==> src/rtl/uart_pkg.sv <==
// Shared UART definitions: transmitter state encoding, line idle level and
// the default bit period used by the TX drain stage and the bit timer.
package uart_pkg;

    typedef enum logic [2:0] {
        IDLE  = 3'd0,
        REQ   = 3'd1,
        LATCH = 3'd2,
        START = 3'd3,
        DATA  = 3'd4,
        STOP  = 3'd5
    } tx_state_t;

    // An idle UART line rests at mark (high).
    localparam logic UART_IDLE_LVL = 1'b1;

    // 100 MHz system clock / 115200 baud.
    localparam int UART_CLKS_PER_BIT_DEFAULT = 868;

    // Payload width; matches the upstream FIFO data width.
    localparam int UART_DATA_BITS = 8;

endpackage

==> src/rtl/uart_bit_timer.sv <==
// Bit-period counter. Counts 0..CLKS_PER_BIT-1 while enabled and flags the
// last clock of each bit so the owning FSM can advance on the boundary.
module uart_bit_timer
    import uart_pkg::*;
#(
    parameter int CLKS_PER_BIT = UART_CLKS_PER_BIT_DEFAULT,
    localparam int CNT_W       = $clog2(CLKS_PER_BIT)
) (
    input  logic             clk,
    input  logic             rst,
    input  logic             clear_i,
    input  logic             load_i,
    input  logic [CNT_W-1:0] load_val_i,
    input  logic             en_i,
    output logic             bit_tick_o
);

    localparam logic [CNT_W-1:0] LAST_CNT = CNT_W'(CLKS_PER_BIT - 1);

    logic [CNT_W-1:0] cnt_q;
    logic [CNT_W-1:0] cnt_d;

    // Next count: clear beats load beats counting; wrap to zero on the boundary.
    always_comb begin
        cnt_d = cnt_q;
        if (clear_i) begin
            cnt_d = '0;
        end else if (load_i) begin
            cnt_d = load_val_i;
        end else if (en_i) begin
            cnt_d = (cnt_q == LAST_CNT) ? '0 : cnt_q + 1'b1;
        end
    end

    // Count register, cleared asynchronously by reset.
    always_ff @(posedge clk or negedge rst) begin
        if (!rst) begin
            cnt_q <= '0;
        end else begin
            cnt_q <= cnt_d;
        end
    end

    assign bit_tick_o = en_i && !clear_i && !load_i && (cnt_q == LAST_CNT);

endmodule

==> src/rtl/uart_fifo_tx.sv <==
// UART transmit drain stage: pops bytes from a 1-cycle-latency FIFO read port
// and serialises each as start + LSB-first data + stop bit(s) on tx_serial_o.
// All outputs are flops loaded from the next-state decode, so nothing on an
// output depends combinationally on an input.
module uart_fifo_tx
    import uart_pkg::*;
#(
    parameter int CLKS_PER_BIT = UART_CLKS_PER_BIT_DEFAULT,
    parameter int DATA_BITS    = UART_DATA_BITS,
    parameter int STOP_BITS    = 1
) (
    input  logic        clk,
    input  logic        rst,
    input  logic        enable_i,
    input  logic        fifo_empty_i,
    output logic        fifo_rd_en_o,
    input  logic [7:0]  fifo_data_i,
    output logic        tx_serial_o,
    output logic        busy_o,
    output logic        done_o,
    output logic [15:0] byte_cnt_o
);

    localparam int IDX_W = (DATA_BITS > 1) ? $clog2(DATA_BITS) : 1;
    localparam int TMR_W = $clog2(CLKS_PER_BIT);
    localparam logic [IDX_W-1:0] LAST_DATA_IDX = IDX_W'(DATA_BITS - 1);
    localparam logic [IDX_W-1:0] LAST_STOP_IDX = IDX_W'(STOP_BITS - 1);

    tx_state_t            state_q;
    tx_state_t            state_d;
    logic [DATA_BITS-1:0] shift_q;
    logic [DATA_BITS-1:0] shift_d;
    logic [IDX_W-1:0]     bit_idx_q;
    logic [IDX_W-1:0]     bit_idx_d;
    logic                 tx_q;
    logic                 tx_d;
    logic                 rd_en_q;
    logic                 rd_en_d;
    logic                 busy_q;
    logic                 busy_d;
    logic                 done_q;
    logic                 done_d;
    logic [15:0]          byte_cnt_q;
    logic [15:0]          byte_cnt_d;

    logic                 timer_en;
    logic                 bit_tick;

    // The timer only runs while a bit is on the line; it sits at zero otherwise
    // so every START begins with a full bit period.
    assign timer_en = (state_q == START) || (state_q == DATA) || (state_q == STOP);

    uart_bit_timer #(
        .CLKS_PER_BIT (CLKS_PER_BIT)
    ) u_bit_timer (
        .clk        (clk),
        .rst        (rst),
        .clear_i    (!timer_en),
        .load_i     (1'b0),
        .load_val_i ({TMR_W{1'b0}}),
        .en_i       (timer_en),
        .bit_tick_o (bit_tick)
    );

    // State register.
    always_ff @(posedge clk or negedge rst) begin
        if (!rst) begin
            state_q <= IDLE;
        end else begin
            state_q <= state_d;
        end
    end

    // Next-state logic. enable_i and fifo_empty_i only matter in IDLE, so a
    // frame in progress always completes untouched.
    always_comb begin
        state_d = state_q;
        unique case (state_q)
            IDLE:    if (enable_i && !fifo_empty_i) state_d = REQ;
            REQ:     state_d = LATCH;
            LATCH:   state_d = START;
            START:   if (bit_tick) state_d = DATA;
            DATA:    if (bit_tick && (bit_idx_q == LAST_DATA_IDX)) state_d = STOP;
            STOP:    if (bit_tick && (bit_idx_q == LAST_STOP_IDX)) state_d = IDLE;
            default: state_d = IDLE;
        endcase
    end

    // Datapath next values: capture FIFO data one cycle after the read strobe,
    // shift out LSB first, and reuse the bit index to count stop bits.
    always_comb begin
        shift_d   = shift_q;
        bit_idx_d = bit_idx_q;
        unique case (state_q)
            LATCH: begin
                shift_d   = DATA_BITS'(fifo_data_i);
                bit_idx_d = '0;
            end
            DATA: begin
                if (bit_tick) begin
                    shift_d   = shift_q >> 1;
                    bit_idx_d = (bit_idx_q == LAST_DATA_IDX) ? '0 : bit_idx_q + 1'b1;
                end
            end
            STOP: begin
                if (bit_tick) begin
                    bit_idx_d = (bit_idx_q == LAST_STOP_IDX) ? '0 : bit_idx_q + 1'b1;
                end
            end
            default: bit_idx_d = '0;
        endcase
    end

    // Output decode from the upcoming state so the registered outputs line up
    // with the state they describe.
    always_comb begin
        unique case (state_d)
            START:   tx_d = 1'b0;
            DATA:    tx_d = shift_d[0];
            default: tx_d = UART_IDLE_LVL;
        endcase
        rd_en_d    = (state_d == REQ);
        busy_d     = (state_d != IDLE);
        done_d     = (state_q == STOP) && (state_d == IDLE);
        byte_cnt_d = byte_cnt_q + 16'(done_d);
    end

    // Datapath and output registers; reset drives the line back to idle at once.
    always_ff @(posedge clk or negedge rst) begin
        if (!rst) begin
            shift_q    <= '0;
            bit_idx_q  <= '0;
            tx_q       <= UART_IDLE_LVL;
            rd_en_q    <= 1'b0;
            busy_q     <= 1'b0;
            done_q     <= 1'b0;
            byte_cnt_q <= '0;
        end else begin
            shift_q    <= shift_d;
            bit_idx_q  <= bit_idx_d;
            tx_q       <= tx_d;
            rd_en_q    <= rd_en_d;
            busy_q     <= busy_d;
            done_q     <= done_d;
            byte_cnt_q <= byte_cnt_d;
        end
    end

    assign tx_serial_o  = tx_q;
    assign fifo_rd_en_o = rd_en_q;
    assign busy_o       = busy_q;
    assign done_o       = done_q;
    assign byte_cnt_o   = byte_cnt_q;

endmodule
==> config.mk <==
export PLATFORM = sky130hd
export DESIGN_NAME = uart_fifo_tx
export DESIGN_NICKNAME = d
export VERILOG_FILES = /design/src/rtl/uart_pkg.sv /design/src/rtl/uart_bit_timer.sv /design/src/rtl/uart_fifo_tx.sv
export SDC_FILE = /design/constraint.sdc
export NUM_CORES = 1
export LEC_CHECK = 0
export ABC_AREA = 0
export CAP_MARGIN = 25
export CORE_ASPECT_RATIO = 1.1
export CORE_MARGIN = 3
export CORE_UTILIZATION = 40
export DETAILED_ROUTE_END_ITERATION = 8
export GPL_TIMING_DRIVEN = 0
export PLACE_DENSITY = 0.73
export SYNTH_ARGS = -nofsm -noshare
export SYNTH_HDL_FRONTEND = slang
export SYNTH_SLANG_ARGS = --single-unit
==> constraint.sdc <==
create_clock -name clk -period 3.2 [get_ports clk]
set_clock_uncertainty 0.1 [all_clocks]
set_input_delay 0.64 -clock clk [delete_from_list [all_inputs] [get_ports clk]]
set_output_delay 0.64 -clock clk [all_outputs]
set_load 0.05 [all_outputs]
==> metrics.cfg <==
[clocking]
clk_latency_ps=290
cts_resized=0
holdBufCountCts=0
cts_buffer_depth=2
cts_tree=built
numCtsBuffers=5
htreeDepth=2
root_buffer=clkbuf_8
post_cts_buffers=0
path_clk_slew_ps=90
clock-sinks=44

[worst_setup_path]
crit_slowest_cell=or4_1
timing.critical_path.buf_inv=0
end_kind=flop
path_cells=nand4bb_4 > or4_1 > nor3b_1 > ha_1 > nand2_1 > nor2_1 > nand4_1 > xnor2_1
crit_path_max_incr_delay_ps=570
crit_path_start_kind=flop
cp_top_family=simple AND/OR/NAND/NOR gates
cp_max_fo=6
cp_data_arrival_time_ps=2940
worstPathRequired_ps=3290
path_class=reg -> reg

[placement]
dpl_cell_area_um2=2470
gp_congestion=0.803
port_buffers=31
dp_hpwl_mm=2.92

[sta]
min_period_over_period=0.890
rsz0062_at_grt=no
finalHoldViolations=0
final.min_clock_period_ps=2850
finalSetupViolCount=0
setup-tns-final_ps=0
fmax_mhz=351
max-slew-margin-rel=0.551
slew_viol_final=0
max_slew.worst_pin.slew_ps=671

[die]
io_pins=32
start_util=0.430
die_w_um=74.6
design.die.area_um2=6080
dieHeight_um=81.5
rows=26
core_um2=4810

[route]
routed_wl_mm=3.85
routed_via_density=5.02
num_vias=1452
drc_errors=0
ant_nets=0
drt_iter0_drc=68
firstDrtPassIters=3
wl_per_cell_um=13.3

[global_routing]
antenna_found_initial=0
grtUsageTotal=0.145
grt_max_degree=27
grt_pass1_wl_mm=6.69
grt-ovfl-total=0
grt_pass1_vias=1462

[logic_synthesis]
synth_fp_nets=211
synth_cell_type_count=44
ys_seq_area_frac=0.532
yosys_warnings=0
async_reset_ff_frac=1.00
ys.flop_type=dfrtp_1
synth_edf_count=0
synth.avg_cell_area_um2=10.7
synth-seq-cells=44
syn_area_um2=2070
syn_inst=193

[power_and_ir_drop]
clock_power_share=0.419
peakVddDrop_mv=0.336
p_leak_uw=0.00115
p_sw_frac=0.207
power_frac_seq=0.550
p_int_uw=812
power_density_nw_per_um2=397
power_switching_uw=212
finalPower_uw=1020
p_comb_frac=0.030

[flow_run]
max_cap_viol_count=0

[layout]
fill_cells=439
regArea_um2=1100
design_area_um2=2580
syn_to_final_growth_pct=24.6
nNetsFinal=250
drive_above_1_share=0.107
antenna_cells=0
multiInputGateArea_um2=932
final_util=0.536

[worst_hold_path]
hold_path.class=in -> async

[run_status]
status=complete, no violations

per-layer routing:
layer / track usage / wire (um) / vias to the layer above
li1: - / - / 735
met1: 0.172 / 1630 / 694
met2: 0.252 / 2040 / 17
met3: 0.0367 / 108 / 6
met4: 0.0480 / 61 / 0
met5: 0 / 0 / -
state kept, by name (all words and copies together), names as in the netlist:
| signal | flops |
|---|---|
| shift_q | 8 |
| done_o | 1 |
| state_q | 3 |
| bit_idx_q | 3 |
| u_bit_timer.cnt_q | 10 |
| tx_serial_o | 1 |
| busy_o | 1 |
| byte_cnt_o | 16 |
| fifo_rd_en_o | 1 |
metrics by stage:
step	hold slack [ps]	cells	setup WS, ps
6_report	169	289	353
3_5_place_dp	365	281	325
5_1_grt	176	289	118
2_1_floorplan	244	193	584
4_1_cts	174	289	305
3_3_place_gp	359	280	237
power groups by stage:
| stage | Combinational [uW] | Clock, uW | Sequential, uW |
|---|---|---|---|
| 6_report | 31.2 | 430 | 564 |
| 2_1_floorplan | 4.77 | 0 | 574 |
| 3_5_place_dp | 32.7 | 0 | 575 |
| 5_1_grt | 35.1 | 476 | 564 |
| 3_3_place_gp | 29.7 | 0 | 574 |
| 4_1_cts | 32.5 | 449 | 564 |
cell type report:
type,instances,area share
Sequential cell,44,0.427
Timing Repair Buffer,32,0.126
Clock buffer,5,0.0266
Multi-Input combinational cell,139,0.361
Inverter,6,0.00872
Clock inverter,3,0.0179
Tap cell,56,0.0271
Buffer,4,0.00581
worst reg2reg max path, cell delays in order (launching register included):
cell and delay [ps]:
dfrtp_1 430, nand4bb_4 280, or4_1 570, nor3b_1 360, ha_1 290, nand2_1 60, nor2_1 340, nand4_1 180
xnor2_1 150
cells in the mapped netlist, types with 2 or more instances:
master,count,area share
xor2_1,4,0.017
xnor2_1,19,0.080
ha_1,6,0.036
inv_1,6,0.011
nor4_1,2,0.0060
nor2_1,18,0.033
clkbuf_1,4,0.0072
nand3_1,11,0.027
o21ai_0,6,0.014
a22oi_1,7,0.025
and3_1,2,0.0060
nand4_1,3,0.0091
nand2_1,29,0.053
dfrtp_1,43,0.52
nand2b_1,2,0.0060
nor2b_1,3,0.0091
path summary, 6_finish.rpt:
| path | startpoint | endpoint | slack (ps) | cells past startpoint |
|---|---|---|---|---|
| worst max-delay path | u_bit_timer.cnt_q[3] | byte_cnt_o[15] | 350 | 8 |
| worst min register to register | byte_cnt_o[15] | byte_cnt_o[15] | 380 | 1 |
| worst min-delay path | rst | byte_cnt_o[8] | 170 | 1 |
| min in group clk | byte_cnt_o[15] | byte_cnt_o[15] | 380 | 1 |
| worst max register to register | u_bit_timer.cnt_q[3] | byte_cnt_o[15] | 350 | 8 |
| max in group asynchronous | rst | tx_serial_o | 2280 | 2 |
logic make-up (layout without fill, tap and decap cells):
group / after synthesis / in the layout / synth area share
adders and majority gates: 6 / 6 / 0.0362
buffers and inverters: 10 / 50 / 0.0181
DFF: 44 / 44 / 0.532
muxes: 1 / 1 / 0.00483
xor gates and xnor gates: 23 / 23 / 0.0972
AOI/OAI and AO/OA: 22 / 22 / 0.0773
and+or+nand+nor: 87 / 87 / 0.234
placed cells by master (no fill, tap or decap), types with 2 or more instances in the layout:
cell              n
dfrtp_1          43
clkdlybuf4s50_1  30
nand2_1          29
xnor2_1          19
nor2_1           18
nand3_1          11
a22oi_1           7
inv_1             6
o21ai_0           6
ha_1              6
clkbuf_8          5
clkbuf_1          4
xor2_1            4
nor2b_1           3
nand4_1           3
nand2b_1          2
and3_1            2
nor4_1            2
No activity file was read; power rests on OpenSTA's default activity.
==> RTL change 1: new RTL, same settings <==
`UART_CLKS_PER_BIT_DEFAULT`: 868 -> 217.
--- a/src/rtl/uart_pkg.sv
+++ b/src/rtl/uart_pkg.sv
@@ -16,5 +16,5 @@
 
     // 100 MHz system clock / 115200 baud.
-    localparam int UART_CLKS_PER_BIT_DEFAULT = 868;
+    localparam int UART_CLKS_PER_BIT_DEFAULT = 217;
 
     // Payload width; matches the upstream FIFO data width.
Function: same outputs for any inputs over 10 cycles, from zero or initial values and one cycle with rst low; that may be too few to reach the edited logic, so the function may still have changed.
==> RTL change 1 against the original RTL <==
Synthesized area is 1.6% lower. First-iteration DRC count is 7.4% lower. Setup slack improved by 39 ps. Clock power fell by 17%. Sequential cell count shrank 2. Routed wire length increased by 1.8%. Design area decreased by 2.0%. Total power fell by 9.2%.
==> RTL change 1: results (changes against the original RTL) <==
Seq area share=41.6% (was 42.7%); syn nets=198 (was 211); met3 GRT Util=4.46% (was 3.67%); Layout clock buffers=6 (was 5); share of layout cells above drive strength 1=12.8% (was 10.7%); nets=237 (was 250); met1 wire length=1720 um (was 1630 um); Non-CTS inverters=8 (was 6); CTS sink cnt=42 (was 44); DR iter-0 viols=63 (was 68); reported net switching power=0.000202 W (was 0.000212 W); first-pass GRT wire length=6760 um (was 6690 um); commonest cells in the netlist=dfrtp_1 (41), nor2_1 (13), xnor2_1 (12), nand3_1 (9) (was dfrtp_1 (43), nand2_1 (29), xnor2_1 (19), nor2_1 (18), nand3_1 (11)); register area share after synthesis=51.6% (was 53.2%); wire length per cell=14.2 um (was 13.3 um); met2 GRT Util=24.4% (was 25.2%); power share of the combinational group=3.7% (was 3.0%); vias in the first global route=1480 (was 1462); placed insts=267 (was 281); metal2 WL=1940 um (was 2040 um); Initial Util=42.6% (was 43.0%); worst vdd ir=0.156 mV (was 0.336 mV); Pre-antenna DRT Iters=4 (was 3); Post-Synthesis Mean Instance Area=11.4 um^2 (was 10.7 um^2); Post-DP HPWL=2790 um (was 2920 um); layout buffering overhead excluding clock cells=13.6% (was 13.2%); mux contribution to synthesized area=0% (was 0.483%); Synth Area in Adders=4.29% (was 3.62%); met3 routed WL=182 um (was 108 um); largest net degree at the start of global routing=40 (was 27); Compound-Gate Fraction of Synth Area=12.0% (was 7.73%); WL final=3920 um (was 3850 um); status=finished, final reports clean (unchanged); XOR/XNOR Fraction of Synth Area=8.59% (was 9.72%); Synth area leaders=dfrtp_1 (50%), xnor2_1 (5.2%), ha_1 (4.3%) (was dfrtp_1 (52%), xnor2_1 (8.0%), nand2_1 (5.3%)); clock network fraction of design power=38.5% (was 41.9%); P_int=0.000729 W (was 0.000812 W); Pleak=1.15 nW (about the same); multi-input gates=125 (was 139); top routing layer in use=met4 (unchanged)
[RTL change 1: cell count changes after synthesis, moves of 4 or more]
cell / unedited run / this run
nor2_1: 18 / 13
o2bb2ai_1: 0 / 6
xor2_1: 4 / 8
and3_1: 2 / 6
a21oi_1: 0 / 4
o21ai_0: 6 / 1
xnor2_1: 19 / 12
nand2_1: 29 / 8
[RTL change 1: cells by family (layout without fill, tap and decap cells)]
group	Yosys count	count (layout)
and+or+nand+nor	68	68
buffers and inverters	12	52
xor gates and xnor gates	20	20
AOI/OAI and AO/OA	30	30
DFF	42	42
adders and majority gates	7	7
[RTL change 1: stage by stage]
| step | instance area (um^2) | hold slack, ps |
|---|---|---|
| after global routing | 2530 | 29.6 |
| after detailed placement | 2430 | 361 |
| after floorplan | 2040 | 244 |
| after global placement | 2420 | 362 |
| final | 2530 | 36.9 |
| after CTS | 2530 | 33.2 |
[RTL change 1: worst paths after layout]
path                                 startpoint        endpoint  slack [ps]  cells past startpoint
hold reg to reg                  byte_cnt_o[15]  byte_cnt_o[15]         380                      1
setup reg to reg           u_bit_timer.cnt_q[0]  byte_cnt_o[12]         390                     12
min in group clk                 byte_cnt_o[15]  byte_cnt_o[15]         380                      1
setup / recovery           u_bit_timer.cnt_q[0]  byte_cnt_o[12]         390                     12
hold / removal                              rst   byte_cnt_o[4]          40                      1
max in group asynchronous                   rst     tx_serial_o        2490                      2
[RTL change 1: worst max-delay path, stage by stage, from the launching register on]
cell and delay (ps):
dfrtp_1 420, inv_1 60, ha_1 200, and3b_1 170
buf_2 150, and4_1 230, nor2_1 120, and3_1 210
ha_1 210, ha_1 230, and3_1 250, nor3b_2 220
xor2_1 170
==> RTL change 2: new RTL, same settings <==
Made on the original files. Re-encode `tx_state_t` (6 states) as one-hot, 6 bits wide.
--- a/src/rtl/uart_pkg.sv
+++ b/src/rtl/uart_pkg.sv
@@ -3,11 +3,11 @@
 package uart_pkg;
 
-    typedef enum logic [2:0] {
-        IDLE  = 3'd0,
-        REQ   = 3'd1,
-        LATCH = 3'd2,
-        START = 3'd3,
-        DATA  = 3'd4,
-        STOP  = 3'd5
+    typedef enum logic [5:0] {
+        IDLE  = 6'b000001,
+        REQ   = 6'b000010,
+        LATCH = 6'b000100,
+        START = 6'b001000,
+        DATA  = 6'b010000,
+        STOP  = 6'b100000
     } tx_state_t;
 
Formal check against the unedited RTL: same outputs for any inputs over 10 cycles, from zero or initial values and one cycle with rst low; not proved beyond that.
==> RTL change 2 against the original RTL <==
Synthesized area rose by 6.0%. Setup slack got worse by 130 ps. Routed wire length is 8.9% higher. Count of clock-buffer cells in the layout did not move. Sequential cell count grew 3. Design area is 6.1% higher.
Power is not compared: it rests on default switching activity, and its combinational part moved more than twofold at a synthesized area within 25%.
==> RTL change 2: results (changes against the original RTL) <==
Cell variety after synth=43 (was 44); routing usage on met1=17.2% (about the same); Tightest Hold Check Type=primary input to asynchronous set/reset pin (unchanged); syn nets=225 (was 211); r2r worst-path depth=10 (was 8); WP data arrival=3110 ps (was 2940 ps); Final Wtd Congestion=0.803 (about the same); CP Max Fanout=8 (was 6); worst vdd ir=0.289 mV; gr usage total=14.2% (was 14.5%); first-pass GRT wire length=7490 um (was 6690 um); pre-CTS WS=42.8 ps (was 325 ps); CTS Buf Count=5 (unchanged); Post-DP HPWL=3120 um (was 2920 um); met2 GRT Util=24.4% (was 25.2%); clk slew on worst S/H paths=90 ps (about the same); worst setup path class=register to register (unchanged); met3 GRT Util=3.13% (was 3.67%); Synth area leaders=dfrtp_1 (51%), xnor2_1 (5.6%), nand2_1 (4.3%) (was dfrtp_1 (52%), xnor2_1 (8.0%), nand2_1 (5.3%)); # Post-CTS Setup Buffers=0 (unchanged); DR iter-0 viols=60 (was 68); max reg flops=16 (unchanged); DR vias/cell=5.03 (was 5.02); status=finished, final reports clean (unchanged); WL final=4190 um (was 3850 um); YS warnings=0 (unchanged); Worst slew margin=62.4% (was 55.1%); clock buffer depth=2 (unchanged); Reg-to-Reg End=byte_cnt_o[12] (was byte_cnt_o[15]); reg-to-reg slack, setup=230 ps (was 350 ps); fin cells=319 (was 289); # port buffers=31 (unchanged); Root Driver=clkbuf_8 (unchanged); commonest cells in the netlist=dfrtp_1 (45), nand2_1 (25), nor2_1 (20), xnor2_1 (14), xor2_1 (9) (was dfrtp_1 (43), nand2_1 (29), xnor2_1 (19), nor2_1 (18), nand3_1 (11)); largest net degree at the start of global routing=32 (was 27); Pre-antenna DRT Iters=4 (was 3); max frequency=0.336 GHz (was 0.351 GHz); register area share after synthesis=53.7% (was 53.2%); nets=264 (was 250); Worst Setup SP=state_q[3] (was u_bit_timer.cnt_q[3]); Post-Synthesis Mean Instance Area=10.6 um^2 (was 10.7 um^2); Antenna diodes=0 (unchanged); Filler cells=474 (was 439); htree depth=2 (unchanged); share of layout cells above drive strength 1=8.91% (was 10.7%); vias in the first global route=1653 (was 1462); placed insts=311 (was 281); dpl cell area=0.00261 mm^2 (was 0.00247 mm^2)
[RTL change 2: changes by cell type after synthesis, sizes merged, moves of 3 or more]
| cell | before | now |
|---|---|---|
| xnor2 | 19 | 14 |
| a21oi | 0 | 5 |
| nor3 | 2 | 5 |
| xor2 | 4 | 9 |
| and3 | 3 | 6 |
| nand2 | 29 | 25 |
| nand3 | 11 | 8 |
[RTL change 2: how the worst min path moves through the flow]
| stage | from | end | slack, ps | depth (start not counted) |
|---|---|---|---|---|
| after floorplan | rst | bit_idx_q[0] | 240 | 0 |
| after global placement | shift_q[6] | shift_q[6] | 360 | 2 |
| after detailed placement | shift_q[5] | shift_q[5] | 370 | 2 |
| after CTS | rst | byte_cnt_o[5] | 160 | 1 |
| after global routing | rst | byte_cnt_o[3] | 180 | 1 |
| final | rst | byte_cnt_o[4] | 160 | 1 |
[RTL change 2: routing by layer]
metal	part of all wire [%]	vias to the layer above
met5	0	-
met2	50	26
li1	-	791
met1	45	781
met4	1.9	0
met3	3.1	8
[RTL change 2: worst max-delay path: stages (launching register included)]
cell	delay (ps)
dfrtp_1	360
clkbuf_1	190
or4_1	560
nand2b_1	240
nor3_2	290
ha_1	220
ha_1	230
nand4_1	210
nor2_2	180
and3_1	180
xor2_1	140
[RTL change 2: timing repair]
action	in CTS	in global routing
hold endpoints to repair	0	0
resized for setup	0	4
setup endpoints to repair	0	7
[RTL change 2: cell type report]
class / instances / share of cell area, %
sequential: 47 / 43.0
multi-input combinational: 148 / 35.9
timing repair buffer: 32 / 11.9
tap: 72 / 3.29
clock buffer: 5 / 2.51
clock inverter: 3 / 1.60
inverter: 8 / 1.10
buffer: 4 / 0.685
[RTL change 2: kinds of logic after synthesis]
| logic type | count (synthesis) | share of synthesized area (%) |
|---|---|---|
| buffers and inverters | 12 | 2.22 |
| AOI/OAI and AO/OA | 25 | 8.09 |
| and+or+nand+nor | 93 | 23.0 |
| adders and majority gates | 6 | 3.42 |
| muxes | 1 | 0.456 |
| xor gates and xnor gates | 23 | 9.17 |
| DFF | 47 | 53.7 |
[RTL change 2: metrics by stage]
step	hold slack, ps	TNS (ps)
6_report	156	0
4_1_cts	165	0
3_5_place_dp	368	0
3_3_place_gp	359	0
5_1_grt	177	-31.6
2_1_floorplan	244	0
[RTL change 2: report_power, final]
group          switching (W)  internal [W]  total, W
registers          0.0000431      0.000667  0.000710
logic               0.000121     0.0000813  0.000202
clock network       0.000205      0.000233  0.000438
